### config.mk
export PLATFORM = sky130hd
export DESIGN_NAME = ex_mem_pipe
export DESIGN_NICKNAME = d
export VERILOG_FILES = /design/src/rtl/ex_mem_pipe.sv
export SDC_FILE = /design/constraint.sdc
export NUM_CORES = 1
export LEC_CHECK = 0
export CORE_ASPECT_RATIO = 0.9
export CORE_MARGIN = 2
export CORE_UTILIZATION = 53
export DETAILED_ROUTE_END_ITERATION = 6
export PLACE_DENSITY_LB_ADDON = 0.1
export RECOVER_POWER = 50
export SLEW_MARGIN = 20
export SYNTH_ARGS = -nofsm -noshare
export SYNTH_HDL_FRONTEND = slang
export SYNTH_SLANG_ARGS = --single-unit
export TNS_END_PERCENT = 30
### constraint.sdc
create_clock -name clk -period 5.38 [get_ports clk]
set_clock_uncertainty 0.15 [all_clocks]
set_input_delay 0.538 -clock clk [delete_from_list [all_inputs] [get_ports clk]]
set_output_delay 0.538 -clock clk [all_outputs]
set_load 0.05 [all_outputs]
### src/rtl/ex_mem_pipe.sv
// Elastic EX->MEM pipeline register: 2-slot skid buffer with valid/ready and synchronous flush.
// Optional performance counters are enabled by defining EX_MEM_PIPE_PERF_EN.
module ex_mem_pipe #(
    parameter int          DW       = 32,
    parameter int          PCW      = 32,
    parameter logic [31:0] RESET_PC = 32'h0000_3000,
    parameter int          CNT_W    = 16
) (
    input  logic             clk,
    input  logic             rst_n,
    input  logic             in_valid,
    output logic             in_ready,
    input  logic [DW-1:0]    instrE,
    input  logic [DW-1:0]    ALUOutE,
    input  logic [DW-1:0]    WriteDataE,
    input  logic [PCW-1:0]   pcplusE,
    input  logic             flush,
    output logic             out_valid,
    input  logic             out_ready,
    output logic [DW-1:0]    instrM,
    output logic [DW-1:0]    ALUOutM,
    output logic [DW-1:0]    WriteDataM,
    output logic [PCW-1:0]   pcplusM,
    output logic [CNT_W-1:0] stall_cnt,
    output logic [CNT_W-1:0] flush_cnt
);

    logic           m_valid_reg, s_valid_reg;
    logic [DW-1:0]  m_instr_reg, m_alu_reg, m_wd_reg;
    logic [DW-1:0]  s_instr_reg, s_alu_reg, s_wd_reg;
    logic [PCW-1:0] m_pc_reg, s_pc_reg;
    logic           accept, drain;

    // in_ready comes straight from a flop, so MEM back-pressure never reaches EX combinationally.
    assign in_ready   = ~s_valid_reg;
    assign out_valid  = m_valid_reg;
    assign instrM     = m_instr_reg;
    assign ALUOutM    = m_alu_reg;
    assign WriteDataM = m_wd_reg;
    assign pcplusM    = m_pc_reg;

    assign accept = in_valid & ~s_valid_reg & ~flush;
    assign drain  = m_valid_reg & out_ready;

    always_ff @(posedge clk or negedge rst_n) begin
        if (!rst_n) begin
            m_valid_reg <= 1'b0;
            s_valid_reg <= 1'b0;
            m_instr_reg <= '0;
            m_alu_reg   <= '0;
            m_wd_reg    <= '0;
            m_pc_reg    <= PCW'(RESET_PC);
            s_instr_reg <= '0;
            s_alu_reg   <= '0;
            s_wd_reg    <= '0;
            s_pc_reg    <= '0;
        end else if (flush) begin
            // Bubble: instr = 0 is a NOP; pcplus is left untouched.
            m_valid_reg <= 1'b0;
            s_valid_reg <= 1'b0;
            m_instr_reg <= '0;
            m_alu_reg   <= '0;
            m_wd_reg    <= '0;
        end else if (!m_valid_reg || (drain && !s_valid_reg)) begin
            m_valid_reg <= accept;
            if (accept) begin
                m_instr_reg <= instrE;
                m_alu_reg   <= ALUOutE;
                m_wd_reg    <= WriteDataE;
                m_pc_reg    <= pcplusE;
            end
        end else if (drain) begin
            // S is valid here: shift it into M and refill S from the input.
            m_instr_reg <= s_instr_reg;
            m_alu_reg   <= s_alu_reg;
            m_wd_reg    <= s_wd_reg;
            m_pc_reg    <= s_pc_reg;
            s_valid_reg <= accept;
            if (accept) begin
                s_instr_reg <= instrE;
                s_alu_reg   <= ALUOutE;
                s_wd_reg    <= WriteDataE;
                s_pc_reg    <= pcplusE;
            end
        end else if (accept) begin
            s_valid_reg <= 1'b1;
            s_instr_reg <= instrE;
            s_alu_reg   <= ALUOutE;
            s_wd_reg    <= WriteDataE;
            s_pc_reg    <= pcplusE;
        end
    end

`ifdef EX_MEM_PIPE_PERF_EN
    localparam logic [CNT_W-1:0] CNT_MAX = '1;

    logic [CNT_W-1:0] stall_cnt_reg, flush_cnt_reg;

    always_ff @(posedge clk or negedge rst_n) begin
        if (!rst_n) begin
            stall_cnt_reg <= '0;
            flush_cnt_reg <= '0;
        end else begin
            if (m_valid_reg && !out_ready && !flush && stall_cnt_reg != CNT_MAX)
                stall_cnt_reg <= stall_cnt_reg + 1'b1;
            // Only flushes that actually kill something are counted.
            if (flush && (m_valid_reg || s_valid_reg) && flush_cnt_reg != CNT_MAX)
                flush_cnt_reg <= flush_cnt_reg + 1'b1;
        end
    end

    assign stall_cnt = stall_cnt_reg;
    assign flush_cnt = flush_cnt_reg;
`else
    assign stall_cnt = '0;
    assign flush_cnt = '0;
`endif

endmodule
Yosys cells after proc, flatten, opt, wreduce, memory -nomap -nowiden
Cells that the tools add are included.

Bits in registers: 258. Bits in latches: 0. Memory bits (writable): 0. ROM bits: 0. Output and inout bits: 162. Memories: 0.

Add/sub/neg operators: 0. $mul: 0. Div/mod/pow operators: 0. Magnitude comparators: 0. Equality and inequality tests: 3. Shift operators: 0. Mux-type cells: 21. Bitwise operators: 6. Reductions and logical operators: 12.

Operators with widths (count): 32-bit 2-to-1 mux (15); 1-bit 2-to-1 mux (6); 3-bit AND reduction (2); 3-bit nonzero test (2); 2-bit inequality test (second input constant) (2); 2-bit AND reduction (2); 2-bit nonzero test (2); 1-bit AND (3); 3-bit inequality test (second input constant) (1); 1-bit NOT (3); 1-bit logical NOT (2); 1-bit logical AND (1); 1-bit logical OR (1).

Longest topological paths before layout
Gate-level depths: netlist of run 1.

Depth in word-level cells: 7. Depth in mapped cells: 7. Gate-level depth less buffers: 4.

Worst setup path after synthesis of run 1
Ideal clock, no wire load.

Path kind: reg2reg. Start: register m_valid_reg, in the netlist out_valid. End: register s_instr_reg[21]. Library setup time: 0.125 ns. Arrival time: 1.820 ns. Required time: 5.105 ns. Slack: 3.285 ns. Stages on the path, launching flop included: 7. Cell sequence: dfrtp_1 buf_6 nand2b_1 nor3_1 buf_2 buf_4 mux2_2.

Cells in the longest elaborated chain, start to end: 5. Elaborated cells between the ends (all ways): 6. Those cells by class: bitwise: 2; reduce/logical: 4.

Ends and longest elaborated chain: start: declaration (line 28) `logic m_valid_reg, s_valid_reg;`; start signal: assignment (line 65) `m_valid_reg <= accept;`; 1-bit AND (line 43) `assign drain = m_valid_reg & out_ready;`; 1-bit logical AND (line 64) `end else if (!m_valid_reg || (drain && !s_valid_reg)) begin`; 1-bit logical OR * (line 64); 1-bit NOT (no source line) *; 3-bit AND reduction (no source line) *; end signal: assignment (line 80) `s_instr_reg <= instrE;`; end signal: assignment (line 87) `s_instr_reg <= instrE;`; end: declaration (line 30) `logic [DW-1:0] s_instr_reg, s_alu_reg, s_wd_reg;`.

Every way passes the cells marked *; elsewhere a longest branch is shown, timed or not. A chain may end at the register's enable or synchronous reset.

Worst setup path in the final report of run 1
Start: input flush. End: register s_wd_reg[18].

Cells in the longest elaborated chain, start to end: 3.

Ends and longest elaborated chain: start: declaration (line 17) `input logic flush,`; 1-bit NOT (no source line) *; 1-bit AND (line 42) `assign accept = in_valid & ~s_valid_reg & ~flush;`; 3-bit AND reduction (no source line) *; end signal: assignment (line 82) `s_wd_reg <= WriteDataE;`; end signal: assignment (line 89) `s_wd_reg <= WriteDataE;`; end: declaration (line 30).

Marks and branches as above.

==> results of run 1 <==
-- where the power goes --
part,internal (mW),leakage (nW),switching [mW]
clock,0.996,0.392,0.719
sequential,2.35,3.20,0.197
combinational,0.663,3.06,0.898
total,4.00,6.65,1.81
-- area by class of cell --
type                    count  area, um2  share of cell area [%]
flip-flops and latches    258       6459                   43.99
repair buffers            274       2730                   18.59
well taps                 286      357.8                   2.437
multi-input cells         464       4325                   29.46
clock buffers              45      793.3                   5.403
inverters                   1      3.754                 0.02556
clock inverters             2      13.76                 0.09374
-- cells by family after synthesis --
logic type      share of synthesized area (%)
flops                                   57.37
simple gates                            1.489
mux                                     25.25
other cells                           0.03331
compound gates                          10.39
buf+inv                                 5.457
-- how the worst max path moves through the flow --
stage,from,endpoint,slack (ps),depth (start not counted)
floorplan,out_valid$_DFFE_PN0P_,s_instr_reg[21]$_DFFE_PN0P_,3280,6
global placement,flush,WriteDataM[22]$_DFFE_PN0P_,2260,6
detailed placement,flush,ALUOutM[30]$_DFFE_PN0P_,2150,6
CTS,s_valid_reg$_DFFE_PN0P_,in_ready,2700,2
global route,flush,s_wd_reg[2]$_DFFE_PN0P_,1530,5
finish,flush,s_wd_reg[18]$_DFFE_PN0P_,1670,5
-- what timing repair did --
item,4_1_cts,5_1_grt
hold buffers,1,0
endpoints found under the hold margin,9,0
endpoints found under the setup margin,0,0
-- layer usage --
metal	routed length [um]	global-route usage (%)	share of wire (%)	vias to the layer above
met3	1897	6.851	7.9	44
li1	-	-	-	3255
met4	623	5.646	2.6	0
met1	10490	29.24	44	3569
met2	11020	33.23	46	202
met5	0	0	0	-
-- synthesized netlist by cell type (all sizes together) --
cell type  instances
dfrtp            256
mux2             224
a22o              96
buf               77
a21oi             37
nor2              34
mux2i             32
clkbuf            10
nand2              3
a211oi             2
dfstp              2
nand2b             2
conb               1
inv                1
nor3               1
or2                1
-- stage by stage --
stage	power (mW)	setup slack (ps)
6_report	5.818	1674
5_1_grt	6.096	1531
4_1_cts	5.895	2696
3_5_place_dp	4.164	2149
3_3_place_gp	4.119	2263
2_1_floorplan	3.629	3285
-- worst max-delay path, stage by stage --
cell	delay, ps
dlygate4sd3_1	700
nand2b_1	270
nor3_2	200
clkbuf_2	1680
mux2_2	470
==> qor.yml, run 1 <==
status:
  status: "finished with violations"
  violations: "max-capacitance violations, max-slew violations"
power:
  power_density_nw_per_um2: 396.2
  power.leakage_nw: 6.652
  peakVddDrop_uv: 274.1
sta:
  period_minus_slack_ps: 3706
  tns_ps: 0
  final_max_slew_viol_count: 120
  max_freq_ghz: 0.2698
  rsz0062_at_grt: "false"
  max_slew.worst_pin.slew_ps: 2356
  whs_ps: 331.5
  finalHoldViolCount: 0
  period_share_pct: 68.89
  setup_violations: 0
  slew-limit-headroom_pct: -57.09
cells_and_area:
  stdcell_count: 1330
  n_fill_cell: 1536
  n_antenna_cell: 0
  final_common_cell: "dfrtp_1"
  design_area_um2: 14680
  syn2layout_area_growth_pct: 30.43
  drive_gt1_share_pct: 24.90
  fin_util_pct: 70.48
  layout_common_cells: "256 x dfrtp_1, 226 x clkdlybuf4s50_1, 177 x mux2_2"
  nNetsFinal: 1159
clock_tree:
  clockBufferDepth: 3
  root_buffer: "clkbuf_16"
  clkSinkCount: 258
  cts_buffers: 27
  postCtsResizedCells: 0
  clk_latency_ps: 520
  cts_tree: "done"
  htreeDepth: 1
  post_cts_buffers: 0
  clk_pin_slew_ps: 60
detailed_routing:
  drt_wl_total_um: 24030
  vias_per_cell: 5.316
  first_pass_iters: 4
  drtIter0Drc: 279
  wl_per_cell_um: 18.06
  ant_nets: 0
  drc: 0
  vias: 7070
place:
  portBuffers: 262
  dp_hpwl_um: 15330
  placedCellCount: 1282
  place.gp.congestion: 0.7578
  placed_cell_area_um2: 13880
global_route:
  grt_pass1_wl_um: 38090
  grt_overflow: 0
  grt_max_degree: 122
  grt_pass1_vias: 7113
  antenna_found_initial: 0
  globalRouteTotalUtil_pct: 21.39
floorplanning:
  std_cell_rows: 50
  start_util_pct: 54.04
  fp.dieH_um: 142.3
  die_x_um: 157.6
  ios: 295
  dieArea_um2: 22420
  core-area_um2: 20830
synthesis:
  synth_seq_cells: 258
  yosysUniqueCellTypes: 22
  avgSynthCellArea_um2: 14.45
  synth_top_area_share_pct: 56.91
  syn_area_um2: 11260
  yosysSeqAreaShare_pct: 57.37
  syn_inst: 779
  ys_warn_count: 0
  synth_area_leaders: "dfrtp_1 57%, mux2_2 18%, a22o_1 7.5%"
  yosys.area.top_type: "dfrtp_1"
setup_path:
  r2r_start: "out_valid$_DFFE_PN0P_"
  start_kind: "input pin"
  rrSetupSlack_ps: 1980
  r2r-end: "s_wd_reg[18]$_DFFE_PN0P_"
  cp.arrival_ps: 3950
  cp-end-kind: "register"
  required_ps: 5620
  crit_type: "in -> reg"
  path_max_fanout: 85
  ff2ff_path_depth: 4
worst_hold_path:
  hold_path.class: "reg -> reg"
  hold_path_depth: 1
  worstHoldStart: "WriteDataM[15]$_DFFE_PN0P_"
  min_to: "WriteDataM[15]$_DFFE_PN0P_"
job:
  maxCapViolations: 2
(Power assumes the default switching activity.)
==> inputs of run 2 (changes only) <==
CORE_UTILIZATION = 49   (was 53)
clock period = 3.8 ns   (was 5.38 ns; I/O delays follow)
==> qor.yml, run 2 (same netlist as run 1, synthesis figures left out) <==
status:
  status: "finished with violations"
  violations: "max-capacitance violations, max-slew violations"
setup_path:
  required_ps: 4050
  ff2ff_path_depth: 4
  critical_path.slowest_cell: "clkbuf_2"
  start_kind: "input pin"
  path_max_fanout: 57
  cp-end-kind: "register"
  rrSetupSlack_ps: 880
  r2r-end: "s_alu_reg[10]$_DFFE_PN0P_"
  max_stage_delay_ps: 1170
  crit_type: "in -> reg"
  crit_path_cell_trace: "clkdlybuf4s50_1, nand2b_1, nor3_2, clkbuf_2, mux2_2"
  r2r_start: "out_valid$_DFFE_PN0P_"
  cp.arrival_ps: 3230
sta:
  max_slew.worst_pin.slew_ps: 2063
  rsz0062_at_grt: "false"
  period_minus_slack_ps: 2980
  slew-limit-headroom_pct: -37.55
  setup_violations: 0
  tns_ps: 0
  final_max_slew_viol_count: 137
  period_share_pct: 78.43
  max_freq_ghz: 0.3355
  finalHoldViolCount: 0
clock_tree:
  htreeDepth: 1
  post_cts_buffers: 0
  cts_buffers: 28
  clk_pin_slew_ps: 60
  clockBufferDepth: 3
  clkSinkCount: 258
  hold_buffers: 1
  root_buffer: "clkbuf_16"
  postCtsResizedCells: 0
  cts_tree: "done"
  clk_latency_ps: 520
global_route:
  grt_pass1_wl_um: 38220
  antenna_found_initial: 1
  grt_overflow: 0
  globalRouteTotalUtil_pct: 19.71
  grt_pass1_vias: 7019
  grt_max_degree: 105
worst_hold_path:
  hold_path.class: "reg -> reg"
  hold_path_depth: 1
  worstHoldStart: "ALUOutM[10]$_DFFE_PN0P_"
  min_to: "ALUOutM[10]$_DFFE_PN0P_"
detailed_routing:
  vias_per_cell: 5.192
  wl_per_cell_um: 18.04
  vias: 6978
  drc: 0
  first_pass_iters: 4
  drt_wl_total_um: 24250
  ant_nets: 0
  drtIter0Drc: 341
floorplanning:
  std_cell_rows: 52
  fp.dieH_um: 147.8
  core-area_um2: 22510
  start_util_pct: 50.01
  dieArea_um2: 24200
  ios: 295
  die_x_um: 163.8
place:
  placedCellCount: 1293
  place.gp.congestion: 0.7532
  dp_hpwl_um: 15250
  portBuffers: 262
power:
  power_density_nw_per_um2: 576.1
  power.leakage_nw: 6.705
  peakVddDrop_uv: 437.5
job:
  maxCapViolations: 2
cells_and_area:
  stdcell_count: 1344
  nNetsFinal: 1160
  drive_gt1_share_pct: 25.84
  layout_common_cells: "256 x dfrtp_1, 251 x clkdlybuf4s50_1, 177 x mux2_2"
  syn2layout_area_growth_pct: 32.03
  n_fill_cell: 1718
  final_common_cell: "dfrtp_1"
## run 2: changes by cell type in the layout (fill, tap and decap cells not counted), moves of 4 or more
cell | before | now
buf_12 | 1 | 5
buf_4 | 9 | 4
clkinv_2 | 1 | 6
clkbuf_1 | 13 | 2
clkdlybuf4s50_1 | 226 | 251
dlygate4sd3_1 | 36 | 11
## run 2: worst max-delay path by stage
stage / start / endpoint / cells after the start
6_report: flush / s_alu_reg[10]$_DFFE_PN0P_ / 5
5_1_grt: flush / s_instr_reg[16]$_DFFE_PN0P_ / 5
4_1_cts: out_valid$_DFFE_PN0P_ / out_valid / 1
3_5_place_dp: flush / s_alu_reg[19]$_DFFE_PN0P_ / 5
3_3_place_gp: flush / s_wd_reg[30]$_DFFE_PN0P_ / 5
2_1_floorplan: out_valid$_DFFE_PN0P_ / s_instr_reg[21]$_DFFE_PN0P_ / 6
## run 2: cell type report
type / instances / area, um2 / share of cell area [%]
Clock buffer: 34 / 774.5 / 5.211
Timing Repair Buffer: 274 / 2768 / 18.62
Clock inverter: 14 / 162.7 / 1.094
Inverter: 1 / 3.754 / 0.02525
Multi-Input combinational cell: 464 / 4319 / 29.06
Sequential cell: 258 / 6459 / 43.45
Antenna cell: 2 / 5.005 / 0.03367
Tap cell: 297 / 371.6 / 2.500
## run 2: report_power, final
part	switching, mW	leakage, nW	total, mW	internal (mW)
clock network	1.08	0.458	2.73	1.65
logic	1.27	3.05	2.22	0.953
registers	0.285	3.20	3.61	3.32
total	2.64	6.70	8.56	5.92
## run 2: worst max-delay path, delay by kind of cell
kind                   cells  cell delay [ps]
multiplexers               1              440
AND/OR/NAND/NOR            2              580
buffers and inverters      2             1780
## run 2: stage by stage
stage	setup slack (ps)	hold slack, ps	total power [mW]	instance area (um2)	utilization [%]
after floorplan	1705	-65.59	5.138	11370	-
after global placement	1065	264.8	5.841	13950	61.96
after detailed placement	1022	264.1	5.902	13950	61.96
after CTS	1297	288.1	8.671	14890	66.16
after global routing	625.3	322.9	8.952	14860	66.01
final	819.5	333.1	8.563	14860	66.02
## run 2: metal layers
metal,vias up,wire length [um],track usage [%]
met4,0,450,4.518
met3,30,1859,5.668
met2,193,10960,30.17
li1,3257,-,-
met5,-,0,0
met1,3498,10980,28.05
